File: src/rtl/corr_engine.sv
// Template cross-correlation engine: streams a TW x TH window from frame memory
// alongside the template and returns the sum of pixel products.
module corr_engine #(
  parameter int H_RES   = 640,
  parameter int V_RES   = 480,
  parameter int TW      = 8,
  parameter int TH      = 8,
  parameter int PIX_W   = 8,
  parameter int ADDR_W  = 19,
  parameter int TADDR_W = 6,
  parameter int CORR_W  = 22
) (
  input  logic               iCLK,
  input  logic               iRST,
  input  logic               iStart,
  input  logic [12:0]        iX,
  input  logic [12:0]        iY,
  output logic               oFrameRd,
  output logic [ADDR_W-1:0]  oFrameAddr,
  input  logic [PIX_W-1:0]   iFramePix,
  output logic [TADDR_W-1:0] oTmplAddr,
  input  logic [PIX_W-1:0]   iTmplPix,
  output logic [CORR_W-1:0]  oCorr,
  output logic               oCorrFinished,
  output logic               oBusy
);

  localparam int N     = TW * TH;
  localparam int COL_W = (TW > 1) ? $clog2(TW) : 1;

  typedef enum logic [1:0] {
    ST_IDLE  = 2'd0,
    ST_FETCH = 2'd1,
    ST_DRAIN = 2'd2,
    ST_DONE  = 2'd3
  } state_t;

  state_t              r_state;
  state_t              w_state_nxt;

  logic                r_frame_rd;
  logic [ADDR_W-1:0]   r_frame_addr;
  logic [ADDR_W-1:0]   r_row_base;
  logic [COL_W-1:0]    r_col;
  logic [TADDR_W-1:0]  r_k;
  logic                r_pix_vld;
  logic [CORR_W-1:0]   r_acc;
  logic [CORR_W-1:0]   r_corr;
  logic                r_fin;
  logic                r_busy;

  logic                w_in_bounds;
  logic                w_last;
  logic                w_col_wrap;
  logic [ADDR_W-1:0]   w_base;
  logic [CORR_W-1:0]   w_prod;
  logic [CORR_W-1:0]   w_acc_sum;

  assign w_in_bounds = ((32'(iX) + 32'(TW)) <= 32'(H_RES)) &&
                       ((32'(iY) + 32'(TH)) <= 32'(V_RES));
  // Single multiply per window; per-pixel addresses are built incrementally.
  assign w_base      = ADDR_W'(iY) * ADDR_W'(H_RES) + ADDR_W'(iX);
  assign w_last      = (r_k == TADDR_W'(N - 1));
  assign w_col_wrap  = (r_col == COL_W'(TW - 1));
  assign w_prod      = CORR_W'(iFramePix) * CORR_W'(iTmplPix);
  assign w_acc_sum   = r_acc + w_prod;

  // State register
  always_ff @(posedge iCLK or posedge iRST) begin
    if (iRST) begin
      r_state <= ST_IDLE;
    end else begin
      r_state <= w_state_nxt;
    end
  end

  // Next-state decode
  always_comb begin
    w_state_nxt = r_state;
    case (r_state)
      ST_IDLE: begin
        if (iStart) begin
          if (w_in_bounds) begin
            w_state_nxt = ST_FETCH;
          end else begin
            w_state_nxt = ST_DONE;
          end
        end else begin
          w_state_nxt = ST_IDLE;
        end
      end
      ST_FETCH: begin
        if (w_last) begin
          w_state_nxt = ST_DRAIN;
        end else begin
          w_state_nxt = ST_FETCH;
        end
      end
      ST_DRAIN: w_state_nxt = ST_DONE;
      ST_DONE:  w_state_nxt = ST_IDLE;
      default:  w_state_nxt = ST_IDLE;
    endcase
  end

  // Read issue, accumulation and result registers
  always_ff @(posedge iCLK or posedge iRST) begin
    if (iRST) begin
      r_frame_rd   <= 1'b0;
      r_frame_addr <= '0;
      r_row_base   <= '0;
      r_col        <= '0;
      r_k          <= '0;
      r_pix_vld    <= 1'b0;
      r_acc        <= '0;
      r_corr       <= '0;
      r_fin        <= 1'b0;
      r_busy       <= 1'b0;
    end else begin
      // Memory data returns one cycle after the strobe.
      r_pix_vld <= r_frame_rd;
      r_busy    <= (w_state_nxt != ST_IDLE);
      r_fin     <= (w_state_nxt == ST_DONE);
      case (r_state)
        ST_IDLE: begin
          if (iStart && w_in_bounds) begin
            r_frame_rd   <= 1'b1;
            r_frame_addr <= w_base;
            r_row_base   <= w_base;
            r_col        <= '0;
            r_k          <= '0;
            r_acc        <= '0;
          end else if (iStart) begin
            r_acc  <= '0;
            r_corr <= '0;
          end
        end
        ST_FETCH: begin
          if (r_pix_vld) begin
            r_acc <= w_acc_sum;
          end
          if (w_last) begin
            r_frame_rd <= 1'b0;
          end else begin
            r_k <= r_k + TADDR_W'(1);
            if (w_col_wrap) begin
              r_col        <= '0;
              r_row_base   <= r_row_base + ADDR_W'(H_RES);
              r_frame_addr <= r_row_base + ADDR_W'(H_RES);
            end else begin
              r_col        <= r_col + COL_W'(1);
              r_frame_addr <= r_frame_addr + ADDR_W'(1);
            end
          end
        end
        ST_DRAIN: begin
          // Fold in the final product and publish so the result lands with DONE.
          r_acc  <= w_acc_sum;
          r_corr <= w_acc_sum;
        end
        ST_DONE: begin
          r_frame_rd <= 1'b0;
        end
        default: begin
          r_frame_rd <= 1'b0;
        end
      endcase
    end
  end

  assign oFrameRd      = r_frame_rd;
  assign oFrameAddr    = r_frame_addr;
  assign oTmplAddr     = r_k;
  assign oCorr         = r_corr;
  assign oCorrFinished = r_fin;
  assign oBusy         = r_busy;

endmodule

File: config.mk
export PLATFORM = sky130hd
export DESIGN_NAME = corr_engine
export DESIGN_NICKNAME = d
export VERILOG_FILES = /design/src/rtl/corr_engine.sv
export SDC_FILE = /design/constraint.sdc
export NUM_CORES = 1
export LEC_CHECK = 0
export CAP_MARGIN = 10
export CORE_UTILIZATION = 53
export CTS_CLUSTER_DIAMETER = 30
export DETAILED_ROUTE_END_ITERATION = 10
export GPL_ROUTABILITY_DRIVEN = 0
export HOLD_SLACK_MARGIN = 0.03
export PLACE_DENSITY = 0.79
export SYNTH_ARGS = -nofsm -noshare
export SYNTH_HDL_FRONTEND = slang
export SYNTH_SLANG_ARGS = --single-unit
File: constraint.sdc
create_clock -name iCLK -period 4.2 [get_ports iCLK]
set_input_delay 0.84 -clock iCLK [delete_from_list [all_inputs] [get_ports iCLK]]
set_output_delay 0.84 -clock iCLK [all_outputs]
set_load 0.01 [all_outputs]
==> results.toml <==
[status]
status = "finished, violations left"
failed_checks = "negative setup slack"

[setup_path]
cp_max_fo = 6
required_ns = 4.44
critPathTopFamily = "adder cells"
cpMostUsedCell = "fa_1"
path_cells = "buf_8 > and2_4 > fa_1 > fa_1 > inv_2 > fa_1 > fa_1 > inv_2 > ha_4 > nand4_1 > nor4_2 > nor2_2 > a21oi_2 > o22a_1 > and3_4 > mux2i_1 > o21ai_1"
critPathLaunchType = "input pin"
critPathCaptureType = "register"
critPathMaxStageDelay_ns = 0.56
path_class = "in -> reg"
critPathBufInv = 3
arrival_ns = 4.94
cp_slowest_cell = "fa_1"

[clock_tree]
clkTransAtPathRegs_ns = 0.07
cts_tree = "yes"
cts_hold_buf = 0
clockBufferDepth = 2
h-tree-depth = 3
clk_latency_ns = 0.36
cts_buffers = 9
cts-root-buf = "clkbuf_16"
cts_sinks = 97

[die]
core_area_sq_um = 15900
die_w_um = 130
initial_core_util_pct = 54.3
rows = 46
dieArea_sq_um = 16900
top_level_ports = 95
die_h_um = 130

[logic_synthesis]
synth_simple_gate_area_share_pct = 17.8
avgSynthCellArea_sq_um = 8.84
muxShareOfSynthArea_pct = 2.22
synth_fa_ha_area_share_pct = 22.9
async_reset_ff_share_pct = 100
yosys_warnings = 0
syn_area_sq_um = 8660
synth_ff_type = "dfrtp_1"
yosys.area_share.xor_xnor_pct = 4.95
synthCells = 980
synth_compound_area_share_pct = 17.4
yosysSeqAreaShare_pct = 28.0
ys_types = 73
ys_seq_elements = 97
synth_top_family_by_area = "adder cells"
syn_nets = 1152
synth_edf_count = 0

[power_and_ir_drop]
netSwitchingFraction_pct = 47.0
p_per_area_nw_per_um2 = 802
p_leak_nw = 5.24
clkPwrFrac_pct = 9.2
p_int_w = 0.00472
power_frac_seq_pct = 17.7
netSwitchingPower_w = 0.00419
ir_drop_mv = 0.686
comb_power_share_pct = 73.1

[grt]
grt_pass1_wl_um = 37000
grt_usage_pct = 28.1
grt_max_degree = 57
globalRouteOverflowTotal = 0
antenna_found_initial = 0
grt_pass1_vias = 7470

[detailed_routing]
totalWireLength_um = 23300
wl_met1_um = 10600
wl_met3_um = 1640
avgViaCountPerCell = 5.67
highest_layer = "met4"
vias = 7671
drc = 0
post_drt_wl_per_cell_um = 17.2
drtPass1Iterations = 5
drt-initial-drc-count = 616
drtAntennaViolNets = 0
wl_met2_um = 10600

[place]
portBuffers = 94
dp_hpwl_um = 16500
post-place-ws_ns = -1.31
placed_area_sq_um = 10500

[flow_run]
cap_violations = 0

[cells_and_area]
most-common-layout-cells = "103 x inv_1, 102 x nand2_1, 97 x dfrtp_1, 78 x clkdlybuf4s50_1, 66 x buf_4"
stdcell_area_sq_um = 11100
drive_gt1_share_pct = 19.5
syn_to_final_growth_pct = 28.3
final_common_cell = "inv_1"
fin_util_pct = 69.7
diodes = 0
nets = 1305

[timing]
period_share_pct = 112
finalHoldViolCount = 0
slew_viol_final = 0
max_slew.worst_pin.slew_ns = 1.05
rsz0062_at_grt = "yes"
slew_headroom_pct = 29.4
clock_skew_ns = 0.0137
min_period_ns = 4.70
timing.fmax_mhz = 213
timing.final.ws_setup_ns = -0.500
setup_viol_count_final = 24

[worst_hold_path]
hp-class = "reg -> reg"
per-layer routing:
layer / vias to the layer above / GRT usage (%)
met1: 3701 / 40.6
li1: 3656 / -
met5: - / 0
met3: 43 / 5.90
met2: 271 / 43.3
met4: 0 / 6.50
what timing repair did:
action	in CTS	in global routing
gates resized for setup	130	36
setup buffers	10	3
cloned	0	0
pin swaps	72	48
setup endpoints to repair	33	28
worst paths after layout:
check,startpoint,to,slack (ns),cells past startpoint
max,iFramePix[6],r_acc[20],-0.50,17
min,r_col[1],r_col[1],0.48,2
max reg2reg,r_acc[7],r_acc[20],-0.17,17
min reg2reg,r_col[1],r_col[1],0.48,2
max in group asynchronous,iRST,r_acc[16],2.45,3
min in group asynchronous,iRST,oFrameAddr[6],0.96,2
registers in the layout, summed over array words and instances (netlist names):
signal and count:
oCorr 22, r_acc 22, oFrameAddr 19, r_row_base 19, oTmplAddr 6, r_col 3, r_state 2, oBusy 1
oCorrFinished 1, oFrameRd 1, r_pix_vld 1
worst reg2reg max path, delay by kind of cell (launching register included):
family / cells / cell delay, ns
adder cells (fa/ha/maj): 5 / 2.36
AND/OR/NAND/NOR: 4 / 0.66
AO/OA/AOI/OAI: 3 / 0.41
flip-flops: 1 / 0.37
buffers and inverters: 4 / 0.27
multiplexers: 1 / 0.19
final cells by class:
cell class	count	area, sq um
Fill cell	1155	4830
Tap cell	216	270
Timing Repair Buffer	174	1620
Clock inverter	7	58.8
Inverter	119	449
Multi-Input combinational cell	732	6050
Sequential cell	97	2430
Clock buffer	9	225
kinds of logic after synthesis:
| kind of cell | after synthesis |
|---|---|
| and+or+nand+nor | 314 |
| AOI/OAI and AO/OA | 224 |
| buffers and inverters | 151 |
| adders and majority gates | 127 |
| DFF | 97 |
| xor gates and xnor gates | 49 |
| muxes | 18 |
power by group through the flow:
stage          combinational (W)  sequential, W  clock [W]
6_report                 0.00651        0.00158   0.000819
5_1_grt                  0.00705        0.00162   0.000861
4_1_cts                  0.00594        0.00157   0.000827
3_5_place_dp             0.00539        0.00159          0
3_3_place_gp             0.00526        0.00158          0
2_1_floorplan            0.00369        0.00159          0
stage by stage:
stage | std cells | hold slack [ns] | power [W] | setup TNS [ns]
2_1_floorplan | 980 | 0.443 | 0.00528 | -5.92
3_3_place_gp | 1328 | 0.454 | 0.00684 | -31.32
3_5_place_dp | 1328 | 0.455 | 0.00698 | -32.20
4_1_cts | 1354 | 0.477 | 0.00835 | -5.34
5_1_grt | 1354 | 0.491 | 0.00954 | -8.53
6_report | 1354 | 0.480 | 0.00890 | -6.05
cells in the mapped netlist, drive strengths merged, types with 11 or more instances:
cell | instances | area (sq um)
o21ai | 60 | 300
nand3 | 23 | 115
ha | 75 | 938
nor3 | 14 | 70.1
and3 | 11 | 68.8
clkbuf | 24 | 90.1
fa | 52 | 1040
and2 | 43 | 270
xor2 | 18 | 158
inv | 118 | 443
nand2 | 111 | 424
nor2 | 58 | 220
xnor2 | 31 | 272
dfrtp | 97 | 2430
a22o | 38 | 333
a21oi | 54 | 270
Power figures use the tool's default switching activity.
